--- src/rtl/codec_init_seq.sv ---
// codec_init_seq: walks an external register table and issues 2-byte I2C writes.
// Optional CODEC_INIT_RETRY_EN: NACKed entries are retried up to 3 times.
module codec_init_seq #(
  parameter int         NUM_REGS     = 10,
  parameter int         IDX_W        = 4,
  parameter logic [6:0] PERIPH_ADDR  = 7'b0011010,
  parameter int         PAUSE_CYCLES = 1024
) (
  input  logic             clk,
  input  logic             reset,
  input  logic             start,
  output logic [IDX_W-1:0] tbl_idx,
  input  logic [15:0]      tbl_data,
  output logic             i2c_enable,
  output logic             i2c_mode,
  output logic [6:0]       i2c_addr,
  output logic [7:0]       i2c_byte,
  input  logic             i2c_ready,
  input  logic             i2c_wip,
  input  logic             i2c_ack_err,
  output logic             busy,
  output logic             done,
  output logic             err,
  output logic [3:0]       state_info
);

  localparam int CNT_W =
    (PAUSE_CYCLES > 1) ? $clog2(PAUSE_CYCLES) : 1;
  localparam logic [CNT_W-1:0] CNT_LOAD =
    CNT_W'(PAUSE_CYCLES - 1);
  localparam logic [IDX_W-1:0] IDX_LAST =
    IDX_W'(NUM_REGS - 1);

  typedef enum logic [3:0] {
    S_IDLE      = 4'd0,
    S_LOAD      = 4'd1,
    S_SEND_HI   = 4'd2,
    S_SEND_LO   = 4'd3,
    S_WAIT_IDLE = 4'd4,
    S_PAUSE     = 4'd5,
    S_NEXT      = 4'd6,
    S_DONE      = 4'd14,
    S_ERR       = 4'd15
  } state_t;

  state_t           state_q, state_d;
  logic [IDX_W-1:0] idx_q, idx_d;
  logic [CNT_W-1:0] cnt_q, cnt_d;
  logic [15:0]      entry_q, entry_d;
  logic             wip_q;
  logic             wip_rise;
  logic             ack_win;

`ifdef CODEC_INIT_RETRY_EN
  logic [1:0] retry_q, retry_d;
  logic       pend_q, pend_d;
`endif

  assign wip_rise = i2c_wip & ~wip_q;
  assign ack_win  = (state_q == S_SEND_HI) |
                    (state_q == S_SEND_LO) |
                    (state_q == S_WAIT_IDLE);

  always_comb begin
    state_d = state_q;
    idx_d   = idx_q;
    cnt_d   = cnt_q;
    entry_d = entry_q;
`ifdef CODEC_INIT_RETRY_EN
    retry_d = retry_q;
    pend_d  = pend_q;
`endif
    unique case (state_q)
      S_IDLE, S_DONE, S_ERR: begin
        if (start) begin
          state_d = S_LOAD;
          idx_d   = '0;
`ifdef CODEC_INIT_RETRY_EN
          retry_d = '0;
          pend_d  = 1'b0;
`endif
        end
      end
      S_LOAD: begin
        entry_d = tbl_data;
        state_d = S_SEND_HI;
      end
      S_SEND_HI: begin
        if (wip_rise) state_d = S_SEND_LO;
      end
      S_SEND_LO: begin
        if (wip_rise) state_d = S_WAIT_IDLE;
      end
      S_WAIT_IDLE: begin
        if (i2c_ready) begin
          state_d = S_PAUSE;
          cnt_d   = CNT_LOAD;
        end
      end
      S_PAUSE: begin
        if (cnt_q == '0) begin
          state_d = S_NEXT;
`ifdef CODEC_INIT_RETRY_EN
          if (pend_q) begin
            state_d = S_LOAD;
            pend_d  = 1'b0;
          end
`endif
        end else begin
          cnt_d = cnt_q - CNT_W'(1);
        end
      end
      S_NEXT: begin
        if (idx_q == IDX_LAST) begin
          state_d = S_DONE;
        end else begin
          idx_d   = idx_q + IDX_W'(1);
          state_d = S_LOAD;
`ifdef CODEC_INIT_RETRY_EN
          retry_d = '0;
`endif
        end
      end
      default: state_d = S_IDLE;
    endcase

    // a NACK overrides any wip edge or ready seen in the same cycle
    if (ack_win && i2c_ack_err) begin
`ifdef CODEC_INIT_RETRY_EN
      if (retry_q == 2'd3) begin
        state_d = S_ERR;
      end else begin
        retry_d = retry_q + 2'd1;
        pend_d  = 1'b1;
        cnt_d   = CNT_LOAD;
        state_d = S_PAUSE;
      end
`else
      state_d = S_ERR;
`endif
    end
  end

  always_ff @(posedge clk or posedge reset) begin
    if (reset) begin
      state_q <= S_IDLE;
      idx_q   <= '0;
      cnt_q   <= '0;
      entry_q <= '0;
      wip_q   <= 1'b0;
`ifdef CODEC_INIT_RETRY_EN
      retry_q <= '0;
      pend_q  <= 1'b0;
`endif
    end else begin
      state_q <= state_d;
      idx_q   <= idx_d;
      cnt_q   <= cnt_d;
      entry_q <= entry_d;
      wip_q   <= i2c_wip;
`ifdef CODEC_INIT_RETRY_EN
      retry_q <= retry_d;
      pend_q  <= pend_d;
`endif
    end
  end

  always_comb begin
    i2c_byte = 8'h00;
    unique case (state_q)
      S_SEND_HI: i2c_byte = entry_q[15:8];
      S_SEND_LO: i2c_byte = entry_q[7:0];
      default:   i2c_byte = 8'h00;
    endcase
  end

  assign i2c_enable = (state_q == S_SEND_HI) |
                      (state_q == S_SEND_LO);
  assign i2c_mode   = 1'b1;
  assign i2c_addr   = PERIPH_ADDR;
  assign tbl_idx    = idx_q;
  assign done       = (state_q == S_DONE);
  assign err        = (state_q == S_ERR);
  assign busy       = ~((state_q == S_IDLE) | done | err);
  assign state_info = state_q;

endmodule

--- config.mk ---
export PLATFORM = sky130hd
export DESIGN_NAME = codec_init_seq
export DESIGN_NICKNAME = d
export VERILOG_FILES = /design/src/rtl/codec_init_seq.sv
export SDC_FILE = /design/constraint.sdc
export NUM_CORES = 1
export LEC_CHECK = 0
export BUFFER_PORTS_ARGS = -buffer_cell sky130_fd_sc_hd__buf_2
export CORE_UTILIZATION = 50
export DETAILED_ROUTE_END_ITERATION = 6
export PLACE_DENSITY_LB_ADDON = 0.2
export SYNTH_ARGS = -nofsm -noshare
export SYNTH_HDL_FRONTEND = slang
export SYNTH_SLANG_ARGS = --single-unit
--- constraint.sdc ---
create_clock -name clk -period 2.7 [get_ports clk]
set_clock_uncertainty 0.15 [all_clocks]
set_input_delay 0.27 -clock clk [delete_from_list [all_inputs] [get_ports clk]]
set_output_delay 0.27 -clock clk [all_outputs]
set_load 0.05 [all_outputs]
* Yosys cells after proc, flatten, opt, wreduce, memory -nomap -nowiden
Cells that the tools add are included.
** Operators by class
- Equal/unequal tests :: 18
- Shifts and indexed selects :: 0
- Reduce and logical (&&, ||, !) cells :: 9
- Multiplexer cells :: 15
- Magnitude comparators :: 0
- Div/mod/pow operators :: 0
- Bitwise operators :: 7
- $add $sub $neg :: 2
- $mul :: 0
** Operators by type and width (count)
- 2-to-1 mux 4 bit :: 9
- one-hot mux 4 bit (7 select lines) :: 1
- 2-to-1 mux 10 bit :: 2
- one-hot mux 10 bit (2 select lines) :: 1
- one-hot mux 8 bit (2 select lines) :: 1
- == test 4 x 3 -> 1 bit, second input constant :: 3
- == test 4 bit, second input constant :: 3
- zero test 10 bit :: 1
- subtractor 10 x 1 -> 10 bit, second input constant :: 1
- inequality test 3 bit, second input constant :: 3
- == test 4 x 2 -> 1 bit, second input constant :: 2
- inequality test 2 bit, second input constant :: 4
- one-hot mux 4 bit (2 select lines) :: 1
- inequality test 3 x 2 -> 1 bit, second input constant :: 2
- AND reduction 3 bit :: 2
- AND reduction 5 bit :: 1
- adder 4 x 1 -> 4 bit, second input constant :: 1
- == test 4 x 1 -> 1 bit, second input constant :: 1
- zero test 4 bit :: 1
- OR 1 bit :: 4
- nonzero test 2 bit :: 2
- OR reduction 3 bit :: 1
- inverter 1 bit :: 2
- AND 1 bit :: 1
- logical AND 1 bit :: 1
** Word-level totals
- Memories kept :: 0
- Bits in writable memories :: 0
- Flip-flop bits (word level) :: 35
- Output and inout port bits :: 28
- Word-level logic and storage cells :: 56
- Memory bits (read-only) :: 0
- Bits in latches :: 0
- Bits of input ports :: 22

* Depth between registers and ports, before layout
Gate-level depths: netlist of the first run.
- Depth after elaboration :: 6
- Mapped depth :: 8

* Worst setup path after synthesis of the first run
No wires, ideal clock.
- Path kind :: flip-flop to output port
- Start :: register state_q[3], in the netlist state_info[3]
- End :: output port i2c_byte[0]
- Setup slack :: 0.155 ns
- Cell stages (with the launch flop) :: 5
- Required time :: 2.280 ns
- Arrival :: 2.125 ns
- Path buffers :: 2
- Cells stage by stage :: dfrtp_1 clkbuf_1 or3b_2 clkbuf_1 nor2_1
** Between the ends
- Longest elaborated chain between the ends :: 2
- Elaborated cells on any way between the ends :: 3
- Classes of those cells :: eq/ne: 2; mux: 1
** Ends and longest elaborated chain
- start, declared :: line 46 : state_t state_q, state_d;
- start signal, assigned :: line 156 : state_q <= state_d;
- == test 4 x 2 -> 1 bit :: line 170 : unique case (state_q)
- one-hot mux 8 bit (2 select lines) * :: line 170
- end, declared :: line 17 : output logic [7:0] i2c_byte,
Mark *: on every way between the ends. The rest lies on a longest branch, timed or not.

* Worst setup path after layout of the first run
- Start :: register state_q[2], in the netlist state_info[2]
- End :: output port i2c_byte[4]
The elaborated chain is that of the path after synthesis.

==> results of run 1 <==
-- cell families (layout without fill, tap and decap cells) --
logic type / after synthesis / in the layout / synth area share, %
AO/OA/AOI/OAI: 35 / 35 / 11.7
flip-flops: 35 / 35 / 42.8
buffers and inverters: 29 / 67 / 7.04
multiplexers: 25 / 25 / 13.2
AND/OR/NAND/NOR: 76 / 76 / 22.4
adder cells (fa/ha/maj): 4 / 4 / 2.45
other: 2 / 8 / 0.367
-- state kept, by name (all words and copies together) (netlist names) --
name	count
entry_q	16
cnt_q	10
state_info	4
wip_q	1
tbl_idx	4
-- routing by layer --
metal  routed length (um)  GRT usage [%]  part of all wire (%)
met1                 1920           27.7                    48
met2                 1920           32.7                    47
met3                  149           5.17                   3.7
met4                   51           6.38                   1.3
met5                    0              0                     0
-- Yosys cell counts (2+ instances only) --
cell      instances  area (um2)
a21oi_1           4        20.0
o21ai_0          10        50.1
mux2i_1           9        90.1
mux2_2           16         180
conb_1            2        7.51
nor2b_1           7        43.8
nor2_1           18        67.6
nor3_1            5        25.0
and3_1            3        18.8
nand3b_1          4        30.0
buf_2             4        20.0
a211oi_1          6        45.0
buf_4             8        60.1
o311ai_0          2        17.5
nor3b_1           2        15.0
nand2_1           7        26.3
nand3_1           2        10.0
dfrtp_1          35         876
and2_1            4        25.0
nand4_1           5        31.3
a31oi_1           3        18.8
inv_1             9        33.8
clkbuf_1          7        26.3
nor4bb_1          2        20.0
nor4b_1           3        26.3
nor4_1            3        18.8
ha_1              4        50.1
and4_1            3        26.3
-- power groups by stage --
| stage | logic [mW] | registers [mW] | clock network, mW |
|---|---|---|---|
| 6_report | 1.42 | 0.976 | 0.390 |
| 5_1_grt | 1.53 | 1.01 | 0.421 |
| 4_1_cts | 1.43 | 0.975 | 0.402 |
| 3_5_place_dp | 1.42 | 0.984 | 0 |
| 3_3_place_gp | 1.41 | 0.975 | 0 |
| 2_1_floorplan | 1.05 | 1.05 | 0 |
-- cell type report --
type	instances	area [um2]	share of cell area, %
sequential	35	876	36.7
tap	48	60.1	2.51
multi-input combinational	148	1050	43.8
inverter	9	33.8	1.41
clock inverter	3	25.0	1.05
timing repair buffer	50	278	11.6
clock buffer	5	68.8	2.88
-- critical path: cells and delay by family (launching register included) --
kind                   cells  cell delay [ns]
buffers and inverters      1             0.27
DFF                        1             0.55
and+or+nand+nor            2             0.80
-- placed cells by master, fill, tap and decap left out, types with 4 or more instances in the layout --
cell type,instances
conb_1,8
clkbuf_8,5
a211oi_1,6
mux2_2,16
nand2_1,7
nor2_1,18
mux2i_1,9
nor2b_1,7
ha_1,4
o21ai_0,10
a21oi_1,4
and2_1,4
inv_1,9
nor3_1,5
nand4_1,5
buf_2,41
buf_4,7
nand3b_1,4
dfrtp_1,35
-- path summary, 6_finish.rpt --
kind,start,end,slack [ns],depth (start not counted)
worst min register to register,entry_q[8]$_DFFE_PP0N_,entry_q[8]$_DFFE_PP0N_,0.36,1
worst max-delay path,state_info[2]$_DFFE_PP0P_,i2c_byte[4],0.36,3
worst max register to register,cnt_q[0]$_DFFE_PP0P_,state_info[0]$_DFFE_PP0P_,0.39,6
worst min-delay path,tbl_data[8],entry_q[8]$_DFFE_PP0N_,0.05,2
max in group asynchronous,reset,cnt_q[9]$_DFFE_PP0P_,1.62,4
min in group asynchronous,reset,entry_q[0]$_DFFE_PP0N_,0.46,4
-- repair_timing --
| action | 4_1_cts | 5_1_grt |
|---|---|---|
| hold buffers | 2 | 0 |
| resized for setup | 0 | 0 |
| setup endpoints to repair | 0 | 0 |
| endpoints found under the hold margin | 36 | 0 |
==> flow_metrics.tcl, run 1 <==
set metrics [dict create \
    critical_path_required_ns 2.28 \
    hold_class "in -> reg" \
    yosysUniqueCellTypes 47 \
    setup_violations 0 \
    die_h_um 65.9 \
    die_w_um 65.9 \
    ir_worst_vdd_v 0.000680 \
    fin_crit_sh_pct 86.5 \
    cts_sinks 35 \
    io_buffers 41 \
    place_congestion 0.789 \
    drt-initial-drc-count 103 \
    grt_pass1_wl_mm 6.82 \
    finalNetCount 275 \
    clkLatencyLatePin_ns 0.29 \
    power.total_mw 2.79 \
    final_util_pct 62.9 \
    yosys_register_bits 35 \
    nFillCells 331 \
    drv_slew 0 \
    grt_usage_pct 20.7 \
    power_per_cell_area_nw_per_um2 1170 \
    startpoint_type "flop" \
    slowest_delay_ns 0.65 \
    pwr-share-clk_pct 14.0 \
    syn_inst 206 \
    worst_pin_slew_ns 0.545 \
    fin_area_um2 2390 \
    drive_gt1_share_pct 31.2 \
    arrival_ns 1.92 \
    ys_async_sr_fraction_pct 100 \
    grt_pass1_vias 1516 \
    drc 0 \
    seqPwrFrac_pct 35.0 \
    synth_edf_count 0 \
    placementRows 22 \
    viasPerCell 5.55 \
    crit_chain "or3b_2, nor2_1, buf_2" \
    leakage_nw 1.07 \
    antenna_found_initial 0 \
    cts_max_path_buffers 2 \
    synth_warnings 0 \
    post_cts_buffers 0 \
    relSlewSlack_pct 63.2 \
    switching_share_pct 46.1 \
    synth_area_um2 2040 \
    core_area_um2 3800 \
    initial_core_util_pct 53.8 \
    ys.flop_type "dfrtp_1" \
    io_pins 50 \
    switchingPower_mw 1.29 \
    cts.root.buffer_cell "clkbuf_8" \
    dp_slack_ns 0.403 \
    comb_power_share_pct 51.0 \
    n_antenna_cell 0 \
    rsz0062_at_grt "no" \
    ant_nets 0 \
    endpoint_kind "output port" \
    cts_buffers 5 \
    hold_viol 0 \
    hold_slack_ns 0.0504 \
    routedWlPerCell_um 13.6 \
    grt_overflow 0 \
    layout.cells.non_filler 298 \
    detailed_place_hpwl_mm 2.86 \
    drt-total-wl_mm 4.04 \
    clk_pin_slew_worst_paths_ns 0.08 \
    synth_area_per_cell_um2 9.92 \
    period_needed_ns 2.34 \
    vias 1654 \
    postPlaceCellArea_um2 2270 \
    firstDrtPassIters 4 \
    die-area_um2 4350 \
    status "completed" \
    fmax_mhz 428 \
    p_int_mw 1.50 \
    setup-tns-final_ns 0 \
    area_growth_pct 16.8 \
    h-tree-depth 2 \
    seq_area_frac_synth_pct 42.8 \
    crit_path_max_fanout 17 \
    placed_cells 288 \
    slowest_stage "or3b_2" \
    worstSetupPathType "reg -> out" \
    grt_start_max_net_pins 36 \
    cts_tree "done" \
    fin_ws_ns 0.364 \
    drv_cap 0 \
]
Power figures use the tool's default switching activity.
==> run 2, diff against run 1 <==
Settings changed: RECOVER_POWER set to 50.
==> flow_metrics.tcl, run 2 (synthesized netlist as in run 1, its figures left out) <==
set metrics [dict create \
    status "completed" \
    core_area_um2 3800 \
    setup-tns-final_ns 0 \
    comb_power_share_pct 50.8 \
    finalNetCount 275 \
    leakage_nw 1.04 \
    cts_buffers 5 \
    grt_pass1_vias 1516 \
    clk_pin_slew_worst_paths_ns 0.08 \
    largest_reg_flops 16 \
    fin_crit_sh_pct 87.7 \
    nFillCells 339 \
    hold_viol 0 \
    placementRows 22 \
    placed_cells 288 \
    place_congestion 0.789 \
    p_int_mw 1.48 \
    seqPwrFrac_pct 35.2 \
    rr_endpoint "state_info[0]$_DFFE_PP0P_" \
    period_needed_ns 2.37 \
    drive_gt1_share_pct 27.2 \
    hold_path_depth 2 \
    cts_tree "done" \
    drc 0 \
    power_per_cell_area_nw_per_um2 1170 \
    drv_cap 0 \
    switchingPower_mw 1.28 \
    io_pins 50 \
    h-tree-depth 2 \
    rr_startpoint "cnt_q[0]$_DFFE_PP0P_" \
    final_util_pct 62.4 \
    layout_commonest_cell "dfrtp_1" \
    regToRegSetupSlack_ns 0.39 \
    n_antenna_cell 0 \
    hp-start "tbl_data[8]" \
    arrival_ns 1.95 \
    drt-initial-drc-count 73 \
    vias 1649 \
    clkLatencyLatePin_ns 0.29 \
    pwr-share-clk_pct 14.1 \
    crit_path_max_fanout 16 \
    worst_pin_slew_ns 0.854 \
    crit_chain "clkbuf_1, and3_1, and2_1, buf_2" \
    cp_num_buf_inv 2 \
    ant_nets 0 \
    cts_resized 0 \
    firstDrtPassIters 4 \
    switching_share_pct 46.4 \
    holdPathEnd "entry_q[8]$_DFFE_PP0N_" \
    slowest_delay_ns 0.49 \
    final_cell_mix "35 x dfrtp_1, 32 x buf_2, 18 x nor2_1, 16 x mux2_2" \
    viasPerCell 5.53 \
    startpoint_type "flop" \
    hold_class "in -> reg" \
    routedWlPerCell_um 13.6 \
    io_buffers 41 \
    drv_slew 0 \
    die_w_um 65.9 \
    regMostFlops "entry_q" \
    grt_usage_pct 20.7 \
    crit_family "buffers and inverters" \
    grt_pass1_wl_mm 6.82 \
    area_growth_pct 16.0 \
    cts_max_path_buffers 2 \
    reg.largest.list "entry_q x16, cnt_q x10" \
    layout.cells.non_filler 298 \
    die_h_um 65.9 \
    relSlewSlack_pct 43.1 \
    antenna_found_initial 0 \
    rsz0062_at_grt "no" \
    detailed_place_hpwl_mm 2.86 \
    cts_sinks 35 \
    endpoint_kind "output port" \
    cts.root.buffer_cell "clkbuf_8" \
    ir_worst_vdd_v 0.000679 \
    fmax_mhz 422 \
    slowest_stage "clkbuf_1" \
    worstSetupPathType "reg -> out" \
    setup_violations 0 \
    reg2regPathDepth 6 \
    grt_overflow 0 \
    die-area_um2 4350 \
    initial_core_util_pct 53.8 \
    grt_start_max_net_pins 36 \
    drt-total-wl_mm 4.04 \
    critical_path_required_ns 2.28 \
]
run 2: metrics by stage:
stage | area [um2] | total power [mW] | setup WS, ns | hold WS, ns
3_3_place_gp | 2270 | 2.38 | 0.428 | 0.238
4_1_cts | 2390 | 2.81 | 0.357 | 0.0432
3_5_place_dp | 2270 | 2.41 | 0.403 | 0.246
6_report | 2370 | 2.77 | 0.333 | 0.0504
5_1_grt | 2370 | 2.95 | 0.191 | 0.0525
2_1_floorplan | 2070 | 2.10 | 0.155 | 0.151
run 2: power by group through the flow:
| stage | clock, mW | combinational (mW) | sequential, mW |
|---|---|---|---|
| after global routing | 0.421 | 1.52 | 1.02 |
| after global placement | 0 | 1.41 | 0.975 |
| after floorplan | 0 | 1.05 | 1.05 |
| after detailed placement | 0 | 1.42 | 0.984 |
| final | 0.389 | 1.41 | 0.974 |
| after CTS | 0.402 | 1.43 | 0.975 |
run 2: worst reg2reg max path, delay by kind of cell (launching register included):
kind	cells	cell delay, ns
adders and majority gates	1	0.13
AOI/OAI and AO/OA	2	0.56
DFF	1	0.41
buffers and inverters	1	0.09
and+or+nand+nor	2	0.85
run 2: final cells by class:
class | count | area [um2] | area share, %
inverters | 9 | 33.8 | 1.42
clock buffers | 5 | 68.8 | 2.90
repair buffers | 50 | 260 | 11.0
well taps | 48 | 60.1 | 2.53
flip-flops and latches | 35 | 876 | 36.9
clock inverters | 3 | 25.0 | 1.06
multi-input cells | 148 | 1050 | 44.2
run 2: routing by layer:
layer	part of all wire, %	vias up	global-route usage [%]
met3	3.9	6	5.17
met5	0	-	0
met2	47	35	32.7
met1	47	787	27.7
met4	1.3	0	6.38
li1	-	821	-
run 2: worst max path at each step:
stage	startpoint	to	slack, ns	depth (start not counted)
global route	state_info[1]$_DFFE_PP0P_	done	0.19	4
floorplan	state_info[3]$_DFFE_PP0P_	i2c_byte[0]	0.16	4
detailed placement	cnt_q[0]$_DFFE_PP0P_	state_info[0]$_DFFE_PP0P_	0.40	6
finish	state_info[1]$_DFFE_PP0P_	err	0.33	4
CTS	state_info[2]$_DFFE_PP0P_	i2c_byte[4]	0.36	3
global placement	cnt_q[0]$_DFFE_PP0P_	state_info[0]$_DFFE_PP0P_	0.43	6
run 2: what timing repair did:
action / 4_1_cts / 5_1_grt
endpoints found under the hold margin: 36 / 0
hold buffers: 2 / 0
setup buffers: 0 / 0
